===== src/rtl/disaster_alarm_ctrl.sv =====
// Hazard alarm controller: debounces four detector inputs, queues confirmed hazards and
// presents them one at a time by fixed priority. Optional escalation timer: ALARM_ESCALATE_EN.
module disaster_alarm_ctrl #(
   parameter int CONFIRM_CYCLES = 4,
   parameter int ACK_TIMEOUT    = 16
) (
   input  logic       clk,
   input  logic       rst,
   input  logic [3:0] det,
   input  logic       alarm_ack,
   output logic       alarm_valid,
   output logic [1:0] alarm_id,
   output logic [3:0] pending,
   output logic       escalate
);

   if (CONFIRM_CYCLES < 1 || CONFIRM_CYCLES > 15) begin : g_bad_confirm
      $error("CONFIRM_CYCLES must be 1..15");
   end
   if (ACK_TIMEOUT < 1 || ACK_TIMEOUT > 255) begin : g_bad_timeout
      $error("ACK_TIMEOUT must be 1..255");
   end

   localparam logic [3:0] CONF    = 4'(CONFIRM_CYCLES);
   localparam logic [3:0] CONF_M1 = 4'(CONFIRM_CYCLES - 1);

   typedef enum logic [1:0] {IDLE, ALERT, GAP} state_t;

   state_t     state, state_nxt;
   logic [3:0] cnt [4];
   logic [3:0] conf_hit;
   logic [3:0] clr_mask;
   logic [1:0] first_id;
   logic       id_load;
   logic       ack_take;

   // Debounce: a counter only fires once per high run because it saturates at CONF
   always_ff @(posedge clk or posedge rst) begin
      if (rst) begin
         for (int i = 0; i < 4; i++) cnt[i] <= '0;
      end else begin
         for (int i = 0; i < 4; i++) begin
            if (!det[i])
               cnt[i] <= '0;
            else if (cnt[i] != CONF)
               cnt[i] <= cnt[i] + 4'd1;
         end
      end
   end

   always_comb begin
      for (int i = 0; i < 4; i++) conf_hit[i] = det[i] && (cnt[i] == CONF_M1);
   end

   always_comb begin
      first_id = 2'd0;
      if (pending[0])      first_id = 2'd0;
      else if (pending[1]) first_id = 2'd1;
      else if (pending[2]) first_id = 2'd2;
      else if (pending[3]) first_id = 2'd3;
   end

   assign ack_take = (state == ALERT) && alarm_ack;
   assign id_load  = (state == IDLE) && (pending != 4'b0000);
   assign clr_mask = ack_take ? (4'b0001 << alarm_id) : 4'b0000;

   // A confirmation landing on the same edge as the ack must survive, so set is ORed last
   always_ff @(posedge clk or posedge rst) begin
      if (rst) begin
         pending  <= 4'b0000;
         alarm_id <= 2'd0;
         state    <= IDLE;
      end else begin
         pending <= (pending & ~clr_mask) | conf_hit;
         if (id_load) alarm_id <= first_id;
         state <= state_nxt;
      end
   end

   always_comb begin
      state_nxt = state;
      case (state)
         IDLE:    if (id_load) state_nxt = ALERT;
         ALERT:   if (alarm_ack) state_nxt = GAP;
         GAP:     state_nxt = IDLE;
         default: state_nxt = IDLE;
      endcase
   end

   assign alarm_valid = (state == ALERT);

`ifdef ALARM_ESCALATE_EN
   localparam logic [7:0] ACK_TO = 8'(ACK_TIMEOUT);

   logic [7:0] wait_cnt;

   // Wait counter saturates at ACK_TO so escalate holds until the ack arrives
   always_ff @(posedge clk or posedge rst) begin
      if (rst) begin
         wait_cnt <= 8'd0;
         escalate <= 1'b0;
      end else if (id_load) begin
         wait_cnt <= 8'd0;
      end else if (state == ALERT) begin
         if (alarm_ack) begin
            escalate <= 1'b0;
         end else if (wait_cnt != ACK_TO) begin
            wait_cnt <= wait_cnt + 8'd1;
            if ((wait_cnt + 8'd1) == ACK_TO) escalate <= 1'b1;
         end
      end
   end
`else
   assign escalate = 1'b0;
`endif

endmodule


===== config.mk =====
export PLATFORM = sky130hd
export DESIGN_NAME = disaster_alarm_ctrl
export DESIGN_NICKNAME = d
export VERILOG_FILES = /design/src/rtl/disaster_alarm_ctrl.sv
export SDC_FILE = /design/constraint.sdc
export NUM_CORES = 1
export LEC_CHECK = 0
export BUFFER_PORTS_ARGS = -buffer_cell sky130_fd_sc_hd__buf_4
export CAP_MARGIN = 0
export CORE_MARGIN = 3
export CORE_UTILIZATION = 45
export DETAILED_ROUTE_END_ITERATION = 10
export PLACE_DENSITY_LB_ADDON = 0.05
export REMOVE_ABC_BUFFERS = 1
export SLEW_MARGIN = 10
export SYNTH_ARGS = -nofsm -noshare
export SYNTH_HDL_FRONTEND = slang
export SYNTH_SLANG_ARGS = --single-unit
export TNS_END_PERCENT = 1

===== constraint.sdc =====
create_clock -name clk -period 1.4 [get_ports clk]
set_clock_uncertainty 0.1 [all_clocks]
set_input_delay 0.07 -clock clk [delete_from_list [all_inputs] [get_ports clk]]
set_output_delay 0.07 -clock clk [all_outputs]
set_load 0.005 [all_outputs]

Word-level counts from Yosys, hierarchy flattened
Index checks and enable logic that the tools add are counted.
{ "classes": {"n_eq_ne": 15, "add_sub_neg": 4, "n_shift": 1, "bitwise_logic": 3, "n_reduce_logical": 9, "n_mux": 16} }
{ "op_table": {"columns": ["op", "n"], "rows": [
  ["$mux W4", 9],
  ["$add A4 B1 Y4 const B", 4],
  ["$eq A4 B2 Y1 const B", 4],
  ["$ne A4 B3 Y1 const B", 4],
  ["$mux W2", 6],
  ["$ne A2 B1 Y1 const B", 4],
  ["$logic_and A1 B1 Y1", 6],
  ["$and A4 B4 Y4", 1],
  ["$ne A2 B2 Y1 const B", 2],
  ["$not A4 Y4", 1],
  ["$or A4 B4 Y4", 1],
  ["$pmux W2 S2", 1],
  ["$reduce_bool A4 Y1", 1],
  ["$shl A1 B2 Y4 const A", 1],
  ["$eq A2 B1 Y1 const B", 1],
  ["$logic_not A2 Y1", 1],
  ["$reduce_and A2 Y1", 1]
]} }
{ "totals": {"output_inout_bits": 8, "word_cells": 55, "regBits": 24} }

Longest topological paths before layout
{ "depth": {"depth_word": 6, "mapped_depth": 5} }

Worst setup path before layout
Ideal clock, no wire load.
{ "synth_timing": {"path_type": "flip-flop to flip-flop", "from": "reg state[1]", "to": "reg pending[2]", "t_arrival_ns": 1.097, "required_ns": 1.182, "setup_ns": 0.118, "path_slack_ns": 0.085, "path_stages_with_launch": 4, "cell_sequence": "dfrtp_1 nand3b_4 or3b_1 a21o_1"} }
{ "synth_between": {"elab_chain_cells": 6} }
{ "synth_rtl": {"columns": ["element", "line", "source"], "rows": [
  ["start, declared", "29", "state_t state, state_nxt;"],
  ["start signal, assigned", "76", "state <= state_nxt;"],
  ["$eq A2 B1 Y1", "63", "assign ack_take = (state == ALERT) && alarm_ack;"],
  ["$logic_and A1 B1 Y1", "63", null],
  ["$mux W4", "65", "assign clr_mask = ack_take ? (4'b0001 << alarm_id) : 4'b0000;"],
  ["$not A4 Y4", "74", "pending <= (pending & ~clr_mask) | conf_hit;"],
  ["$and A4 B4 Y4", "74", null],
  ["$or A4 B4 Y4", "74", null],
  ["end signal, assigned", "74", null],
  ["end, declared", "13", "output logic [3:0] pending,"]
]} }
Every way passes these cells.
A chain may end at the register's enable or synchronous reset.

Worst setup path after layout
{ "layout_timing": {"from": "reg cnt[12] in the netlist's numbering", "to": "reg cnt[12] in the netlist's numbering"} }
{ "layout_between": {"elab_chain_cells": 3, "word_cells_on_any_way": 5, "cone_classes": "add/sub: 1; eq/ne: 2; mux: 2"} }
{ "layout_rtl": {"columns": ["element", "line", "source"], "rows": [
  ["start, declared", "30", "logic [3:0] cnt [4];"],
  ["start signal, assigned by index", "46", "cnt[i] <= cnt[i] + 4'd1;"],
  ["$add A4 B1 Y4", "46", null],
  ["$mux W4", "45", "else if (cnt[i] != CONF)"],
  ["$mux W4", "43", "if (!det[i])"]
]} }
Parallel ways exist; a longest one is shown, timed or not. The select of a mux whose other input is x is not followed.

==> out/results.tsv <==
metric	value	unit
die_x	59.0	µm
routed_wire_length_per_instance	13.1	µm
filler_cell_count	236	
placement.setup.worst_slack	0.0386	ns
part_of_the_power_in_combinational_logic	33.5	%
synth.ff_latch_count	24	
vias_in_the_first_global_route	910	
synthesis.instances	119	
category_of_the_worst_setup_path_capture_point	flip-flop	
reg2regPathDepth	5	
critPathRequiredTime	1.52	ns
finalHoldViolCount	0	
worst-path-max-fanout	3	
post-route-drc-count	0	
start_util	49.3	%
area_added_between_synthesis_and_finish	24.5	%
cp_data_arrival_time	1.46	ns
clock_tree_from_tritoncts	yes	
crit-reg2reg-capture	cnt[12]$_DFFE_PP0P_	
postRouteAntennaNets	0	
worst_skew_pair.late_latency	0.32	ns
synthesis.area	0.00126	mm²
floorplan.core_area	0.00257	mm²
multi_input_gate_area	629	µm²
post-route-min-period	1.35	ns
die_area	0.00348	mm²
sw_frac_of_total	31.4	%
detailedRoute.firstPassIterationCount	4	
critPathKind	flip-flop to flip-flop	
synth.yosys.warnings	0	
overflow	0	
n_antenna_cell	0	
drt_first_iter_violations	75	
htree_num_levels	1	
clkPwrFrac	21.7	%
postSynthAreaPerCell	10.6	µm²
crit_slowest_cell	sky130_fd_sc_hd__dfrtp_1	
die-height	59.0	µm
buffers_added_on_ports	13	
post-route-worst-setup-slack	0.0542	ns
synth_edf_count	0	
cts.path.max_buffers	2	
fraction_of_final_layout_cells_sized_beyond_drive_strength_1	28.6	%
clock_tree.root_cell	sky130_fd_sc_hd__clkbuf_4	
numCtsBuffers	3	
grt_usage	15.0	%
timing.reg2reg.setup_slack	0.05	ns
r2r-start	cnt[12]$_DFFE_PP0P_	
postSynth.asyncResetShare	100	%
gp_congestion	0.782	
timing.fmax	0.743	GHz
total_via_count_in_the_routed_design	982	
timing.hold.worst.class	primary input to asynchronous set/reset pin	
power.internal	1.60	mW
p_total	2.33	mW
yosysSeqAreaShare	47.5	%
final.period_utilization	96.1	%
worst_path_largest_cell_delay	0.43	ns
power_frac_seq	44.9	%
timing.final.setup_violations	0	
power.density	1480	mW/mm²
path_cells	inv_2 -> ha_2 -> nand3b_1 -> xnor2_1 -> and2_1	
cap_violations	0	
pin_count	15	
start_kind	flip-flop	
final_net_count	163	
number_of_vias_per_cell	5.55	
pin_count_of_the_biggest_net_entering_global_routing	25	
worst_setup_hold_path_clk_slew	0.14	ns
fin_util	61.4	%
wl	2.31	mm
clock_sinks	24	
ff_latch_area	601	µm²
status	complete, no violations	
grt_antenna_before_repair	0	
grt_setup_unrepaired	true	
final_max_slew_viol_count	0	
power.leakage	0.731	nW
synth.lib_cells_used.distinct	31	
vdd_ir_drop_max	0.900	mV
grt_pass1_wl	3.98	mm
dominantRegCellSynth	sky130_fd_sc_hd__dfrtp_1	
rows	18	
netSwitchingPower	731	µW
dp.final_hpwl	1.70	mm
routing by layer:
metal  vias to the layer above  track usage, %  share of wire (%)
li1                        482               -                  -
met1                       475            21.3                 50
met2                        22            22.7                 44
met3                         3            2.61                3.9
met4                         0            5.83                1.3
met5                         -               0                  0
layout by cell type, fill, tap and decap left out, types with 4 or more instances in the layout:
cell / count
sky130_fd_sc_hd__nand3b_1: 4
sky130_fd_sc_hd__nand2_1: 5
sky130_fd_sc_hd__a31o_2: 4
sky130_fd_sc_hd__nand3_1: 8
sky130_fd_sc_hd__ha_2: 4
sky130_fd_sc_hd__and2_1: 4
sky130_fd_sc_hd__inv_2: 4
sky130_fd_sc_hd__a31oi_1: 5
sky130_fd_sc_hd__dfrtp_1: 24
sky130_fd_sc_hd__xnor2_1: 4
sky130_fd_sc_hd__nand2b_1: 4
sky130_fd_sc_hd__dlygate4sd3_1: 6
sky130_fd_sc_hd__buf_4: 20
sky130_fd_sc_hd__inv_1: 8
sky130_fd_sc_hd__o21ai_0: 8
power by group through the flow:
stage	sequential [mW]	clock, mW	combinational (mW)
after floorplan	1.04	0	0.406
after global placement	1.05	0	0.721
after detailed placement	1.06	0	0.747
after CTS	1.04	0.519	0.761
after global routing	1.08	0.544	0.873
final	1.04	0.504	0.780
cells in the mapped netlist, drive strengths merged, types with 2 or more instances:
cell type | count | share of area (%)
dfrtp | 24 | 47
inv | 12 | 3.6
ha | 8 | 7.9
nand3 | 8 | 3.2
o21ai | 8 | 3.2
a31oi | 5 | 2.5
nand2 | 5 | 1.5
nand3b | 5 | 4.0
a31o | 4 | 2.8
and2 | 4 | 2.0
nand2b | 4 | 2.0
nor4b | 4 | 2.8
xnor2 | 4 | 2.8
nor2 | 3 | 0.89
nor4bb | 3 | 2.4
a21o | 2 | 1.2
buf | 2 | 1.5
nor3 | 2 | 0.79
o32a | 2 | 1.8
worst max-delay path by stage:
stage,from,to,slack [ns]
2_1_floorplan,state[1]$_DFFE_PP0P_,pending[2]$_DFF_PP0_,0.08
3_3_place_gp,state[1]$_DFFE_PP0P_,pending[2]$_DFF_PP0_,0.09
3_5_place_dp,cnt[12]$_DFFE_PP0P_,cnt[12]$_DFFE_PP0P_,0.04
4_1_cts,cnt[12]$_DFFE_PP0P_,cnt[12]$_DFFE_PP0P_,0.01
5_1_grt,cnt[9]$_DFFE_PP0P_,cnt[9]$_DFFE_PP0P_,-0.04
6_report,cnt[12]$_DFFE_PP0P_,cnt[12]$_DFFE_PP0P_,0.05
critical path, delay by kind of cell, from the launching register on:
| family | cells | cell delay (ns) |
|---|---|---|
| DFF | 1 | 0.43 |
| and+or+nand+nor | 2 | 0.30 |
| adders and majority gates | 1 | 0.19 |
| xor gates and xnor gates | 1 | 0.16 |
| buffers and inverters | 1 | 0.08 |
kinds of logic after synthesis:
logic type	synth area share (%)
xor+xnor	2.77
buf+inv	5.04
other cells	0.296
flops	47.5
simple gates	22.8
compound gates	13.7
fa+ha+maj	7.91
flip-flops by register name, indices dropped and copies added, names as in the netlist:
| signal | count |
|---|---|
| cnt | 16 |
| alarm_id | 2 |
| state | 2 |
| pending | 4 |
metrics by stage:
step / TNS (ns) / instances / hold WS, ns / instance area [µm²]
after global routing: -0.0804 / 177 / 0.247 / 1580
final: 0 / 177 / 0.226 / 1580
after global placement: 0 / 164 / 0.0399 / 1410
after CTS: 0 / 174 / 0.224 / 1520
after floorplan: 0 / 117 / -0.0154 / 1250
after detailed placement: 0 / 164 / 0.0411 / 1410
layout make-up:
cell class	instances	area share (%)
clock buffers	3	1.43
clock inverters	1	1.91
inverters	12	2.86
multi-input cells	81	40.0
flip-flops and latches	24	38.1
well taps	30	2.38
repair buffers	26	13.3
repair_timing:
action	in CTS	in global routing
resized for setup	0	11
hold buffers	6	0
endpoints found under the hold margin	44	0
endpoints found under the setup margin	0	7
buffers inserted	0	3
(Power assumes the default switching activity.)
